[config.mk]
export PLATFORM = sky130hd
export DESIGN_NAME = chunked_serial_adder
export DESIGN_NICKNAME = d
export VERILOG_FILES = /design/src/rtl/chunked_serial_adder.sv
export SDC_FILE = /design/constraint.sdc
export NUM_CORES = 1
export LEC_CHECK = 0
export BUFFER_PORTS_ARGS = -buffer_cell sky130_fd_sc_hd__buf_4
export CAP_MARGIN = 20
export CELL_PAD_IN_SITES_DETAIL_PLACEMENT = 1
export CELL_PAD_IN_SITES_GLOBAL_PLACEMENT = 2
export CORE_ASPECT_RATIO = 1.4
export CORE_MARGIN = 2
export CORE_UTILIZATION = 34
export CTS_CLUSTER_SIZE = 24
export DETAILED_ROUTE_END_ITERATION = 7
export PLACE_DENSITY_LB_ADDON = 0.05
export SLEW_MARGIN = 20
export SYNTH_ARGS = -nofsm -noshare
export SYNTH_HDL_FRONTEND = slang
export SYNTH_SLANG_ARGS = --single-unit
[constraint.sdc]
create_clock -name clk -period 8.7 [get_ports clk]
set_input_delay 0.87 -clock clk [delete_from_list [all_inputs] [get_ports clk]]
set_output_delay 0.87 -clock clk [all_outputs]
set_load 0.05 [all_outputs]
[src/rtl/chunked_serial_adder.sv]
// Multi-cycle adder/subtractor. It adds a WIDTH-bit pair CHUNK bits per clock
// and keeps a registered carry between chunks. Operands come in and results go
// out through valid/ready handshakes. The block reports carry-out and signed
// overflow.
module chunked_serial_adder #(
    parameter int WIDTH = 16,
    parameter int CHUNK = 4
) (
    input  logic             clk,
    input  logic             rst,
    input  logic             in_valid,
    output logic             in_ready,
    input  logic [WIDTH-1:0] a,
    input  logic [WIDTH-1:0] b,
    input  logic             cin,
    input  logic             sub,
    output logic             out_valid,
    input  logic             out_ready,
    output logic [WIDTH-1:0] sum,
    output logic             cout,
    output logic             ovf
);

    localparam int NCHUNK = WIDTH / CHUNK;
    localparam int IDXW   = (NCHUNK > 1) ? $clog2(NCHUNK) : 1;

    localparam logic [1:0] IDLE = 2'd0;
    localparam logic [1:0] RUN  = 2'd1;
    localparam logic [1:0] DONE = 2'd2;

    logic [1:0]       state;
    logic [WIDTH-1:0] opa;
    logic [WIDTH-1:0] opb;
    logic             carry;
    logic [IDXW-1:0]  idx;

    logic [CHUNK-1:0] a_chk;
    logic [CHUNK-1:0] b_chk;
    logic [CHUNK:0]   chk_res;
    logic             last_chk;
    logic             c_into_msb;

    assign in_ready  = (state == IDLE);
    assign out_valid = (state == DONE);

    // Select the current chunk of both latched operands and add it with the running carry.
    always_comb begin
        a_chk = '0;
        b_chk = '0;
        for (int k = 0; k < NCHUNK; k++) begin
            if (idx == IDXW'(k)) begin
                a_chk = opa[k*CHUNK +: CHUNK];
                b_chk = opb[k*CHUNK +: CHUNK];
            end
        end
        chk_res  = {1'b0, a_chk} + {1'b0, b_chk} + {{CHUNK{1'b0}}, carry};
        last_chk = (idx == IDXW'(NCHUNK - 1));
        // The sum bit is a^b^carry_in, so the carry into the MSB can be
        // recovered from the MSB sum bit and the MSB operand bits.
        c_into_msb = chk_res[CHUNK-1] ^ a_chk[CHUNK-1] ^ b_chk[CHUNK-1];
    end

    // Control FSM plus operand, carry and result registers.
    always_ff @(posedge clk) begin
        if (rst) begin
            state <= IDLE;
            opa   <= '0;
            opb   <= '0;
            carry <= 1'b0;
            idx   <= '0;
            sum   <= '0;
            cout  <= 1'b0;
            ovf   <= 1'b0;
        end else begin
            case (state)
                IDLE: begin
                    if (in_valid) begin
                        // Subtraction is a + ~b + 1, so the +1 goes in through the carry.
                        opa   <= a;
                        opb   <= sub ? ~b : b;
                        carry <= sub ? 1'b1 : cin;
                        idx   <= '0;
                        state <= RUN;
                    end
                end
                RUN: begin
                    for (int k = 0; k < NCHUNK; k++) begin
                        if (idx == IDXW'(k)) begin
                            sum[k*CHUNK +: CHUNK] <= chk_res[CHUNK-1:0];
                        end
                    end
                    carry <= chk_res[CHUNK];
                    if (last_chk) begin
                        cout  <= chk_res[CHUNK];
                        ovf   <= c_into_msb ^ chk_res[CHUNK];
                        state <= DONE;
                    end else begin
                        idx <= idx + 1'b1;
                    end
                end
                DONE: begin
                    if (out_ready) begin
                        state <= IDLE;
                    end
                end
                default: state <= IDLE;
            endcase
        end
    end

endmodule
==> results.tsv, run 1 <==
stage	metric	value	unit
routing	DR vias/cell	4.920	
floorplanning	DIE HEIGHT	108.0	um
critical_path	Worst Path Buf+Inv	1	
sta	normalized max-slew margin	55.01	%
power	part of the power in combinational logic	20.5	%
logic_synthesis	Yosys top cell by area	dfxtp_1	
critical_path	worst flop-to-flop path endpoint	ovf	
sta	post-layout worst setup margin	4952	ps
cts	CTS tree	built	
critical_path	critical path fanouts, max	17	
routing	drt wl/cell	13.73	um
logic_synthesis	Synth top area share	41.92	%
grt	routing usage on met1	18.20	%
critical_path	CP most frequent cell	a21oi_1	
worst_hold_path	Hold WC Path Type	reg -> reg	
power	switching share of power	27.66	%
floorplanning	I/O Pins	58	
critical_path	CP max stage cell	ha_1	
cts	TritonCTS Buffers	5	
logic_synthesis	Synth area leaders	dfxtp_1 (42%), a211oi_1 (8.9%), a21oi_1 (6.5%)	
critical_path	Critical Path Sink Type	flop	
logic_synthesis	count of cell types in the netlist	31	
sta	Clock Skews	9.403	ps
grt	gr busiest metal	met2	
sta	final setup vio count	0	
critical_path	worst flop-to-flop path startpoint	idx[0]	
routing	DRC Markers	0	
cts	Post-CTS Setup Bufs	0	
routing	drt first pass iters	4	
cts	CTS root buffer	clkbuf_8	
floorplanning	die width	78.28	um
floorplanning	Initial Util	35.46	%
cts	clock sinks	55	
power	switching power total	165.8	uW
grt	initial antenna violation count	0	
critical_path	delay of the slowest critical-path stage	510	ps
critical_path	r2r setup slk	4950	ps
grt	global-route wire length before repair	10.34	mm
power	sequential share of power	46.2	%
grt	Tot GR Track Use	15.27	%
place	input/output buffers	57	
power	leakage power	1.250	nW
place	HPWL after DPL	4.528	mm
sta	Final min period	3748	ps
logic_synthesis	syn_area_per_cell	8.364	sq um
routing	DRT Wirelength	6.206	mm
layout	number of nets in the layout	401	
worst_hold_path	hold path depth	2	
grt	vias in the first global route	2204	
layout	share of cells above drive strength 1	20.00	%
layout	leading cell type in the layout, fill and taps excluded	buf_4	
sta	upper clock frequency limit	266.8	MHz
cts	H-tree depth	2	
floorplanning	Die Area	8453	sq um
sta	Worst Tran Pin Value	674.9	ps
floorplanning	Rows	37	
critical_path	crit path cell chain	ha_1 -> nand3b_1 -> a21oi_1 -> a21oi_1 -> nor2_1 -> a21oi_1 -> fa_1 -> inv_1 -> fa_1 -> mux2_4 -> a221oi_2 -> mux2i_1 -> or4_1 -> a311oi_1	
grt	largest net degree at the start of global routing	56	
layout	Fillers	908	
critical_path	Worst Path Arrival	3970	ps
layout	most frequent cells in the layout	buf_4 (58), dfxtp_1 (55), nor2_1 (45), nand2_1 (43), a21oi_1 (34)	
cts	# resized after CTS	0	
sta	final worst path period share	43.08	%
critical_path	critical path's top delay family	adder cells	
cts	clock-pin slew on the worst setup and hold paths	100	ps
status	outcome	finished clean	
layout	Ant. Diodes	0	
logic_synthesis	Synth Instances	314	
power	Cell Int Power	433.8	uW
flow_run	maxcap violations	0	
sta	Setup TNS	0	ps
logic_synthesis	syn_nets	361	
worst_hold_path	hold endpoint	opa[1]	
place	Place WS	4942	ps
critical_path	r2r worst-path depth	14	
worst_hold_path	hold wc startpoint	opa[1]	
place	gpl congestion	0.7717	
grt	GR Util met3	2.337	%
logic_synthesis	synthesized flop and latch total	55	
critical_path	WP data required	8920	ps
layout	Final Non-Filler Cells	452	
critical_path	critical path type	reg -> reg	
grt	M2 GR Usage	27.96	%
place	dpl cells	444	
cts	CTS Hold Buffers Added	0	
floorplanning	core box area	7407	sq um
routing	Final ANT Viol Nets	0	
sta	setup repair after global routing missed its margin	false	
sta	Slew Limit Fails	0	
layout	Layout area overhead	22.39	%
cts	Max Buffers Root-to-Sink	2	
routing	violation count after the first detailed-route iteration	49	
critical_path	Crit. path cell count	14	
power	clock power share	33.4	%
cts	Clk Latency, worst-skew pair	310	ps
sta	Fin. Hold Viols	0	
critical_path	crit path launch type	flop	
sta	worst hold margin	463.0	ps
grt	total gr overflow	0	
power	Max VDD drop	0.00007253	V
logic_synthesis	post-synthesis sequential area ratio	41.92	%
logic_synthesis	Syn. warnings	0	
logic_synthesis	Post-Syn Area	2626	sq um
critical_path	Worst Setup SP	idx[0]	
power	Power Dens Cells	186.5	nW/um^2
routing	Vias	2224	
-- sequential cells by signal (all words and copies together), names as in the netlist --
signal and count:
state 2, opa 16, carry 1, idx 2, sum 16, opb 16, cout 1, ovf 1
-- cells in the mapped netlist --
cell type,n
mux2i_1,5
o21ai_0,4
nor2b_1,4
inv_1,5
a211oi_1,31
fa_1,2
buf_1,2
o31ai_1,1
a311oi_1,1
buf_6,1
or4_1,1
mux2_4,1
nor3_1,2
nor3b_1,4
a21oi_1,34
a211oi_2,3
a211o_1,1
nand2_1,43
buf_2,3
a21o_1,1
a22oi_1,1
a221oi_2,1
and2_1,5
dfxtp_1,55
xnor2_1,19
nand3b_1,8
nor2_1,45
clkbuf_1,19
nand2b_1,4
ha_1,7
a21boi_0,1
-- routing by layer --
| metal | part of all wire (%) | wire length (um) |
|---|---|---|
| met1 | 45 | 2797 |
| met2 | 50 | 3132 |
| met4 | 1.3 | 82 |
| met5 | 0 | 0 |
| met3 | 3.1 | 193 |
-- worst reg2reg max path, stage by stage, from the launching register on --
cell and delay (ps):
dfxtp_1 420, ha_1 510, nand3b_1 190, a21oi_1 70
a21oi_1 150, nor2_1 50, a21oi_1 190, fa_1 210
inv_1 70, fa_1 450, mux2_4 300, a221oi_2 210
mux2i_1 110, or4_1 480, a311oi_1 260
-- cells by family (layout without fill, tap and decap cells) --
group / count (synthesis) / count (layout) / synth area share (%)
xor+xnor: 19 / 19 / 6.336
flops: 55 / 55 / 41.92
fa+ha+maj: 9 / 9 / 4.859
simple gates: 116 / 116 / 19.77
buf+inv: 30 / 71 / 4.717
compound gates: 79 / 79 / 19.91
mux: 6 / 6 / 2.477
-- power groups by stage --
stage	logic [mW]	clock network, mW	registers [mW]
after floorplan	0.0783	0	0.289
after global placement	0.122	0	0.283
after detailed placement	0.125	0	0.283
after CTS	0.125	0.207	0.277
after global routing	0.137	0.216	0.279
final	0.123	0.200	0.277
-- worst max-delay path by stage --
stage | endpoint | slack, ps
global route | ovf | 4610
detailed placement | ovf | 4940
floorplan | ovf | 5380
CTS | ovf | 4900
finish | ovf | 4950
global placement | ovf | 5080
-- stage by stage --
step | power, mW | utilization [%] | cell area, sq um
floorplan | 0.3673 | - | 2626
global placement | 0.4046 | 41.55 | 3078
CTS | 0.6090 | 43.40 | 3214
global route | 0.6322 | 43.40 | 3214
detailed placement | 0.4075 | 41.55 | 3078
finish | 0.5996 | 43.40 | 3214
-- cell type report --
class / count / area [sq um] / area share (%)
sequential: 55 / 1101 / 34.25
timing repair buffer: 58 / 435.4 / 13.55
inverter: 5 / 18.77 / 0.5839
multi-input combinational: 229 / 1401 / 43.60
clock inverter: 3 / 67.56 / 2.102
clock buffer: 5 / 68.82 / 2.141
tap: 97 / 121.4 / 3.776
Power figures use the tool's default switching activity.
==> inputs of run 2 (changes only) <==
CORE_UTILIZATION = 31   (was 34)
clock period = 3.55 ns   (was 8.7 ns; I/O delays follow)
==> run 2 against run 1 <==
Compared with the run above:
- utilization decreased by 2.6 points
- critical path depth is 3 lower
- sequential cell count unchanged
- critical endpoint unchanged
- highest routed layer unchanged
==> results.tsv, run 2 (synthesis gave the netlist of run 1 again) <==
stage	metric	value	unit
cts	TritonCTS Buffers	5	
sta	worst hold margin	309.6	ps
sta	Slew Limit Fails	0	
critical_path	critical path type	reg -> reg	
place	Cell Area, Placed	3129	sq um
grt	initial antenna violation count	0	
cts	CTS Hold Buffers Added	0	
floorplanning	Rows	39	
cts	CTS root buffer	clkbuf_16	
sta	Worst Tran Pin Value	611.5	ps
cts	Clk Latency, worst-skew pair	290	ps
grt	gr busiest metal	met2	
critical_path	r2r worst-path depth	11	
power	leakage power	1.305	nW
critical_path	crit path launch type	flop	
grt	total gr overflow	0	
sta	Final min period	3364	ps
floorplanning	core box area	8198	sq um
floorplanning	Initial Util	32.04	%
routing	drt first pass iters	3	
layout	most frequent cells in the layout	buf_4 (65), dfxtp_1 (53), nor2_1 (45), nand2_1 (43), a21oi_1 (33)	
flow_run	maxcap violations	0	
grt	Tot GR Track Use	15.24	%
layout	post-route cell area	3346	sq um
routing	DRT Wirelength	6.704	mm
routing	violation count after the first detailed-route iteration	47	
sta	Fin. Hold Viols	0	
grt	GR Util met3	2.392	%
sta	Clock Skews	5.027	ps
floorplanning	DIE HEIGHT	112.9	um
critical_path	WP data required	3750	ps
place	Place WS	68.34	ps
layout	share of cells above drive strength 1	23.76	%
power	Power Dens Cells	451.9	nW/um^2
power	Max VDD drop	0.0002442	V
cts	Max Buffers Root-to-Sink	2	
place	input/output buffers	57	
place	dpl cells	455	
cts	clock-pin slew on the worst setup and hold paths	70	ps
layout	Final Non-Filler Cells	464	
sta	normalized max-slew margin	59.13	%
critical_path	critical path fanouts, max	13	
sta	post-layout worst setup margin	186.4	ps
floorplanning	Die Area	9235	sq um
grt	largest net degree at the start of global routing	56	
critical_path	Worst Path Arrival	3570	ps
floorplanning	die width	81.79	um
layout	top flop regs	opa: 16 flops, opb: 16 flops, sum: 16 flops	
sta	Setup TNS	0	ps
cts	H-tree depth	2	
place	HPWL after DPL	4.941	mm
sta	final worst path period share	94.75	%
grt	routing usage on met1	19.63	%
cts	CTS tree	built	
critical_path	Critical Path Sink Type	flop	
routing	Final ANT Viol Nets	0	
routing	DR vias/cell	4.890	
sta	final setup vio count	0	
grt	M2 GR Usage	25.04	%
layout	fin util	40.81	%
layout	Ant. Diodes	0	
critical_path	r2r setup slk	190	ps
cts	clock sinks	55	
layout	leading cell type in the layout, fill and taps excluded	buf_4	
layout	number of nets in the layout	408	
sta	upper clock frequency limit	297.3	MHz
worst_hold_path	hold path depth	3	
grt	global-route wire length before repair	11.04	mm
routing	DRC Markers	0	
grt	vias in the first global route	2296	
layout	Layout area overhead	27.39	%
routing	drt wl/cell	14.45	um
floorplanning	I/O Pins	58	
place	gpl congestion	0.8073	
routing	Vias	2269	
power	total power	1.512	mW
worst_hold_path	Hold WC Path Type	in -> reg	
status	outcome	finished clean	
run 2: cell count changes in the layout (fill, tap and decap cells not counted), sizes merged:
| cell | change |
|---|---|
| buf | +7 |
| clkbuf | +3 |
| bufinv | -2 |
| clkinvlp | -1 |
run 2: metal layers:
layer	share of wire (%)	vias to the layer above	wire, um
met4	2.5	0	165
met1	45	1051	2990
met5	0	-	0
li1	-	1167	-
met3	3.0	10	198
met2	50	41	3350
run 2: final timing paths:
kind | from | to
min | a[2] | opa[2]
min reg2reg | opa[3] | opa[3]
max reg2reg | idx[0] | ovf
max | idx[0] | ovf
run 2: cell type report:
type	count	area, sq um
sequential	55	1106
fill	1004	4852
tap	102	127.6
inverter	5	18.77
clock buffer	8	156.4
timing repair buffer	65	488.0
multi-input combinational	229	1449
run 2: critical path, stage by stage (launching register included):
cell,delay (ps)
dfxtp_4,370
ha_1,360
buf_4,240
a21oi_1,230
fa_1,240
inv_1,70
fa_1,390
mux2_4,280
a221oi_2,210
mux2i_1,120
or4_1,500
a311oi_2,260
run 2: timing repair:
item	CTS	global route
resized for setup	0	13
setup endpoints to repair	0	1
buffers inserted	0	1
run 2: power breakdown:
part | total, mW | internal [mW] | switching (mW)
sequential | 0.681 | 0.655 | 0.0257
clock | 0.516 | 0.301 | 0.215
combinational | 0.315 | 0.136 | 0.179
